===== src/rtl/spi_pkg.sv =====
// Shared constants and types for the SPI responder.
// Imported by the synchroniser and the responder top.
package spi_pkg;

  localparam int SPI_DW = 16;
  localparam int SPI_SYNC_STAGES = 2;

  typedef enum logic [1:0] {
    DISARMED,
    IDLE,
    SHIFT
  } spi_leaf_state_t;

endpackage


===== src/rtl/spi_in_sync.sv =====
// One-bit pin synchroniser with history flop.
// Gives the synced level plus registered rise/fall pulses.
module spi_in_sync
  import spi_pkg::*;
(
  input  logic clk,
  input  logic rstn,
  input  logic d,
  output logic level,
  output logic rise,
  output logic fall
);

  localparam int N = SPI_SYNC_STAGES;

  logic [N-1:0] sync_q;
  logic         hist_q;
  logic         rise_q;
  logic         fall_q;

  // Sync chain, history flop and registered edge detect
  always_ff @(posedge clk or negedge rstn) begin
    if (!rstn) begin
      sync_q <= '0;
      hist_q <= 1'b0;
      rise_q <= 1'b0;
      fall_q <= 1'b0;
    end else begin
      sync_q <= {sync_q[N-2:0], d};
      hist_q <= sync_q[N-1];
      rise_q <= sync_q[N-1] & ~hist_q;
      fall_q <= ~sync_q[N-1] & hist_q;
    end
  end

  // Level is taken from the history flop so it lines up with the pulses
  assign level = hist_q;
  assign rise  = rise_q;
  assign fall  = fall_q;

endmodule


===== src/rtl/spi_leaf.sv =====
// SPI mode-0 responder oversampled in the clk domain.
// Deserialises fixed frames, returns tx_data, flags matches.
module spi_leaf
  import spi_pkg::*;
#(
  parameter int DW    = SPI_DW,
  parameter int CNT_W = 16
) (
  input  logic             clk,
  input  logic             rstn,
  input  logic             cs,
  input  logic             sclk,
  input  logic             mosi,
  output logic             miso,
  input  logic [DW-1:0]    tx_data,
  input  logic [DW-1:0]    trg_word,
  input  logic [DW-1:0]    trg_mask,
  output logic [DW-1:0]    rx_data,
  output logic             rx_valid,
  output logic             trg,
  output logic             frame_err,
  output logic [CNT_W-1:0] frame_cnt,
  output logic             busy
);

  localparam int CW = $clog2(DW + 2);
  localparam logic [CW-1:0] CNT_FULL = CW'(DW);
  localparam logic [CW-1:0] CNT_SAT  = CW'(DW + 1);

  logic cs_lvl, cs_rise, cs_fall;
  logic sclk_lvl, sclk_rise, sclk_fall;
  logic mosi_lvl, mosi_rise, mosi_fall;
  logic sync_unused;

  spi_in_sync u_cs (
    .clk   (clk),
    .rstn  (rstn),
    .d     (cs),
    .level (cs_lvl),
    .rise  (cs_rise),
    .fall  (cs_fall)
  );

  spi_in_sync u_sclk (
    .clk   (clk),
    .rstn  (rstn),
    .d     (sclk),
    .level (sclk_lvl),
    .rise  (sclk_rise),
    .fall  (sclk_fall)
  );

  spi_in_sync u_mosi (
    .clk   (clk),
    .rstn  (rstn),
    .d     (mosi),
    .level (mosi_lvl),
    .rise  (mosi_rise),
    .fall  (mosi_fall)
  );

  assign sync_unused = ^{sclk_lvl, sclk_fall,
                         mosi_rise, mosi_fall};

  spi_leaf_state_t  state_q, state_d;
  logic [DW-1:0]    tx_q, tx_d;
  logic [DW-1:0]    sr_q, sr_d;
  logic [CW-1:0]    cnt_q, cnt_d;
  logic [DW-1:0]    rx_q, rx_d;
  logic [CNT_W-1:0] fcnt_q, fcnt_d;
  logic             vld_q, vld_d;
  logic             trg_q, trg_d;
  logic             err_q, err_d;

  // State and datapath registers
  always_ff @(posedge clk or negedge rstn) begin
    if (!rstn) begin
      state_q <= DISARMED;
      tx_q    <= '0;
      sr_q    <= '0;
      cnt_q   <= '0;
      rx_q    <= '0;
      fcnt_q  <= '0;
      vld_q   <= 1'b0;
      trg_q   <= 1'b0;
      err_q   <= 1'b0;
    end else begin
      state_q <= state_d;
      tx_q    <= tx_d;
      sr_q    <= sr_d;
      cnt_q   <= cnt_d;
      rx_q    <= rx_d;
      fcnt_q  <= fcnt_d;
      vld_q   <= vld_d;
      trg_q   <= trg_d;
      err_q   <= err_d;
    end
  end

  // Next state; an sclk edge is folded in before a same-cycle cs rise
  always_comb begin
    state_d = state_q;
    tx_d    = tx_q;
    sr_d    = sr_q;
    cnt_d   = cnt_q;
    rx_d    = rx_q;
    fcnt_d  = fcnt_q;
    vld_d   = 1'b0;
    trg_d   = 1'b0;
    err_d   = 1'b0;
    unique case (state_q)
      DISARMED: begin
        if (cs_lvl) state_d = IDLE;
      end
      IDLE: begin
        if (cs_fall) begin
          tx_d    = tx_data;
          cnt_d   = '0;
          state_d = SHIFT;
        end
      end
      SHIFT: begin
        if (sclk_rise) begin
          sr_d = {sr_q[DW-2:0], mosi_lvl};
          tx_d = {tx_q[DW-2:0], 1'b0};
          if (cnt_q != CNT_SAT) cnt_d = cnt_q + 1'b1;
        end
        if (cs_rise) begin
          state_d = IDLE;
          tx_d    = '0;
          if (cnt_d == CNT_FULL) begin
            rx_d   = sr_d;
            vld_d  = 1'b1;
            fcnt_d = fcnt_q + 1'b1;
            trg_d  = ((sr_d ^ trg_word) & trg_mask) == '0;
          end else begin
            err_d = 1'b1;
          end
        end
      end
      default: state_d = DISARMED;
    endcase
  end

  assign busy      = state_q == SHIFT;
  assign miso      = busy & tx_q[DW-1];
  assign rx_data   = rx_q;
  assign rx_valid  = vld_q;
  assign trg       = trg_q;
  assign frame_err = err_q;
  assign frame_cnt = fcnt_q;

endmodule


===== config.mk =====
export PLATFORM = sky130hd
export DESIGN_NAME = spi_leaf
export DESIGN_NICKNAME = d
export VERILOG_FILES = /design/src/rtl/spi_pkg.sv /design/src/rtl/spi_in_sync.sv /design/src/rtl/spi_leaf.sv
export SDC_FILE = /design/constraint.sdc
export NUM_CORES = 1
export LEC_CHECK = 0
export ABC_CLOCK_PERIOD_IN_PS = 2000
export CAP_MARGIN = 20
export CORE_MARGIN = 4
export CORE_UTILIZATION = 40
export DETAILED_ROUTE_END_ITERATION = 10
export MAX_ROUTING_LAYER = met4
export PLACE_DENSITY_LB_ADDON = 0.15
export RECOVER_POWER = 25
export SLEW_MARGIN = 25
export SYNTH_ARGS = -nofsm -noshare
export SYNTH_HDL_FRONTEND = slang
export SYNTH_HIERARCHICAL = 1
export SYNTH_SLANG_ARGS = --single-unit

===== constraint.sdc =====
create_clock -name clk -period 2 [get_ports clk]
set_clock_uncertainty 0.1 [all_clocks]
set_input_delay 0.4 -clock clk [delete_from_list [all_inputs] [get_ports clk]]
set_output_delay 0.4 -clock clk [all_outputs]
set_load 0.03 [all_outputs]

==> out/results.txt <==
The tools report the required time at the endpoint of the critical path as 2.17 ns. Worst-case setup margin in the final layout: -0.112 ns. The level count of the clock H-tree is 3. The width of the chip is 110 µm, and the initial standard-cell utilization of the core is 41.8%.

The final reports fail on negative setup slack. The worst slew slack as a fraction of its limit came out at 22.0%. The clock passes through at most 2 buffers. The final setup violation count came out at 28. The first-pass iteration count of the detailed router was 4. The critical path is of the register to register type. In the routed design, unresolved DRC markers number 0. Data on the critical path arrives at its endpoint at 2.29 ns. The internal power of the cells is 3.49 mW, and the warning count from the yosys run is 6.

The detailed router's first-iteration violation count is 129, and the number of port buffers is 89. At the later pin of the worst-skew pair, clock insertion delay measures 0.35 ns. At the pin with the least slew margin, the transition time is 1.17 ns.

Once detail routing completed, the nets flagged for antenna violations numbered 0. In this run the worst hold path is classified as register to register. The netlist area before placement was 4140 µm²; the maximum fanout encountered on the critical timing path was 5.

The number of standard cells after synthesis was 380. The worst setup slack after placement was -0.243 ns; the routed wirelength normalized by instance count was 15.1 µm. After clock tree synthesis, the clock-pin slew on the worst setup and hold paths is 0.09 ns. The worst-case IR drop observed on VDD is 0.000469 V.

Of the total power, the share spent switching nets is 32.7%. The final antenna diode count came out at 0. The average instance area after synthesis works out to 10.9 µm². Row generation in the floorplan step produced 36 rows. Across every metal layer, demand over resource in global routing totals 18.1%. Summed over all layers, the global routing overflow is 0. The setup TNS was -1.54 ns; the sequential fraction of design power was 42.3%. STA classifies the critical path startpoint as a register. Using the TritonRoute via totals, the vias-per-cell ratio works out to 4.98. The tools report the clock tree root buffer cell as clkbuf_8. The congestion estimate from routability-driven global placement came to 0.825. The half-perimeter wire length of the detailed placement result was 6.98 mm; the hold violation total from the final report was 0. The area of the die is 12000 µm², and the fraction of power consumed by combinational cells is 33.5%. The analysis attributes to net switching a power of 1.70 mW.

The run gives 3252 as the number of global-route vias before repair. Shortest period the worst path allows: 2.11 ns. The leakage power figure was 3.01 nW. 90 I/O pins were placed. The run finished, with violations left.

The ratio of cells with drive above 1 in the final layout was 26.3%; the total of max-cap violations was 0. The area added between synthesis and finish is 49.5%. TritonCTS built the clock tree. For this block, the via count after detailed routing is 3294. In this run, CTS created clock tree buffers numbering 9. Maximum clock frequency: 0.473 GHz. The kind of end point of the critical path is a register.

Counting every net in the synthesized netlist gives 439. Entering global routing, the biggest net connects 34 pins. The post-layout net count came out at 582. After floorplanning, the core was sized to cover 9910 µm². The core occupancy in the finished layout came out at 62.5%. Counting every sink on the clock net gives 86. The final cycle utilization of the critical path is 106%, and the global-route wire length before repair is 16.3 mm.

The final-report max-slew violation count is 0, and the power per standard cell area is 838 nW/µm². For the clock share of power, the log shows 24.1%. Setup repair after global routing could not meet its margin everywhere. The vertical die dimension was 110 µm; the detailed-route wire length was 10.0 mm. The number of antenna violations at the first check in global routing is 0.
==> layer usage <==
metal,global-route usage [%],share of wire [%]
met5,-,0
met4,4.81,1.0
met3,3.29,3.5
met2,30.0,51
met1,23.0,45
==> power groups by stage <==
stage	registers, mW	clock network [mW]	logic (mW)
finish	2.20	1.25	1.74
global route	2.23	1.37	1.95
CTS	2.20	1.30	1.72
detailed placement	2.23	0	1.56
global placement	2.22	0	1.52
floorplan	2.19	0	0.964
==> layout by cell type (no fill, tap or decap), types with 3 or more instances in the layout <==
master	n
o21ai_2	6
and3_1	4
o21ai_0	28
a21oi_1	21
o31ai_1	12
buf_4	55
nand2_1	29
nand4_1	3
nor2_1	4
xor2_1	12
xnor2_1	17
nand2b_1	6
o31ai_2	4
nand3_1	8
nor2b_1	19
ha_4	3
dlygate4sd2_1	3
dlymetal6s2s_1	8
dlygate4sd3_1	4
a22o_1	6
buf_6	5
dfrtp_1	85
nor4_4	7
inv_1	10
mux2i_1	20
mux2_2	15
nor3_4	3
clkdlybuf4s50_1	72
buf_12	3
ha_1	3
nor3_2	3
clkbuf_8	10
==> registers in the layout, indices dropped and copies added (netlist names) <==
register       count
cnt_q              5
frame_cnt         16
frame_err          1
rx_data           16
rx_valid           1
sr_q              16
state_q            2
trg                1
tx_q              16
u_cs/fall          1
u_cs/level         1
u_cs/rise          1
u_cs/sync_q        2
u_mosi/level       1
u_mosi/sync_q      2
u_sclk/level       1
u_sclk/rise        1
u_sclk/sync_q      2
==> through the flow <==
stage          cell area [µm²]  std cells  power, mW  hold WS, ns
6_report                  6190        661       5.19        0.253
3_3_place_gp              5520        628       3.73        0.204
2_1_floorplan             4160        380       3.15      0.00441
5_1_grt                   6190        661       5.55        0.260
3_5_place_dp              5520        628       3.78        0.207
4_1_cts                   6100        656       5.21        0.256
==> layout make-up <==
class | count | area [µm²]
inverter | 12 | 45.0
tap | 133 | 166
clock inverter | 6 | 68.8
multi-input combinational | 259 | 2110
fill | 821 | 3720
sequential | 86 | 2150
timing repair buffer | 155 | 1510
clock buffer | 10 | 138
==> worst max-delay path, stage by stage (launching register included) <==
cell and delay (ns):
dfrtp_1 0.40, inv_2 0.08, ha_4 0.14, nand4bb_4 0.13
a211oi_2 0.26, buf_4 0.15, o221ai_4 0.16, clkbuf_16 0.22
nor4_4 0.22, xor2_1 0.18
==> final timing paths <==
kind | slack [ns] | to | start | cells after the start
worst min register to register | 0.25 | u_cs/sync_q[1] | u_cs/sync_q[0] | 0
min in group asynchronous | 0.70 | trg | rstn | 2
max in group asynchronous | 0.19 | cnt_q[0] | rstn | 3
worst max register to register | -0.11 | frame_cnt[8] | cnt_q[1] | 9
worst min-delay path | 0.25 | u_cs/sync_q[1] | u_cs/sync_q[0] | 0
worst max-delay path | -0.11 | frame_cnt[8] | cnt_q[1] | 9
==> what timing repair did <==
action / in CTS / in global routing
hold endpoints to repair: 19 / 0
pin swaps: 30 / 8
buffers inserted: 9 / 5
setup endpoints to repair: 37 / 43
resized for setup: 54 / 23
cloned: 2 / 0
hold buffers: 1 / 0
Power figures use the tool's default switching activity.
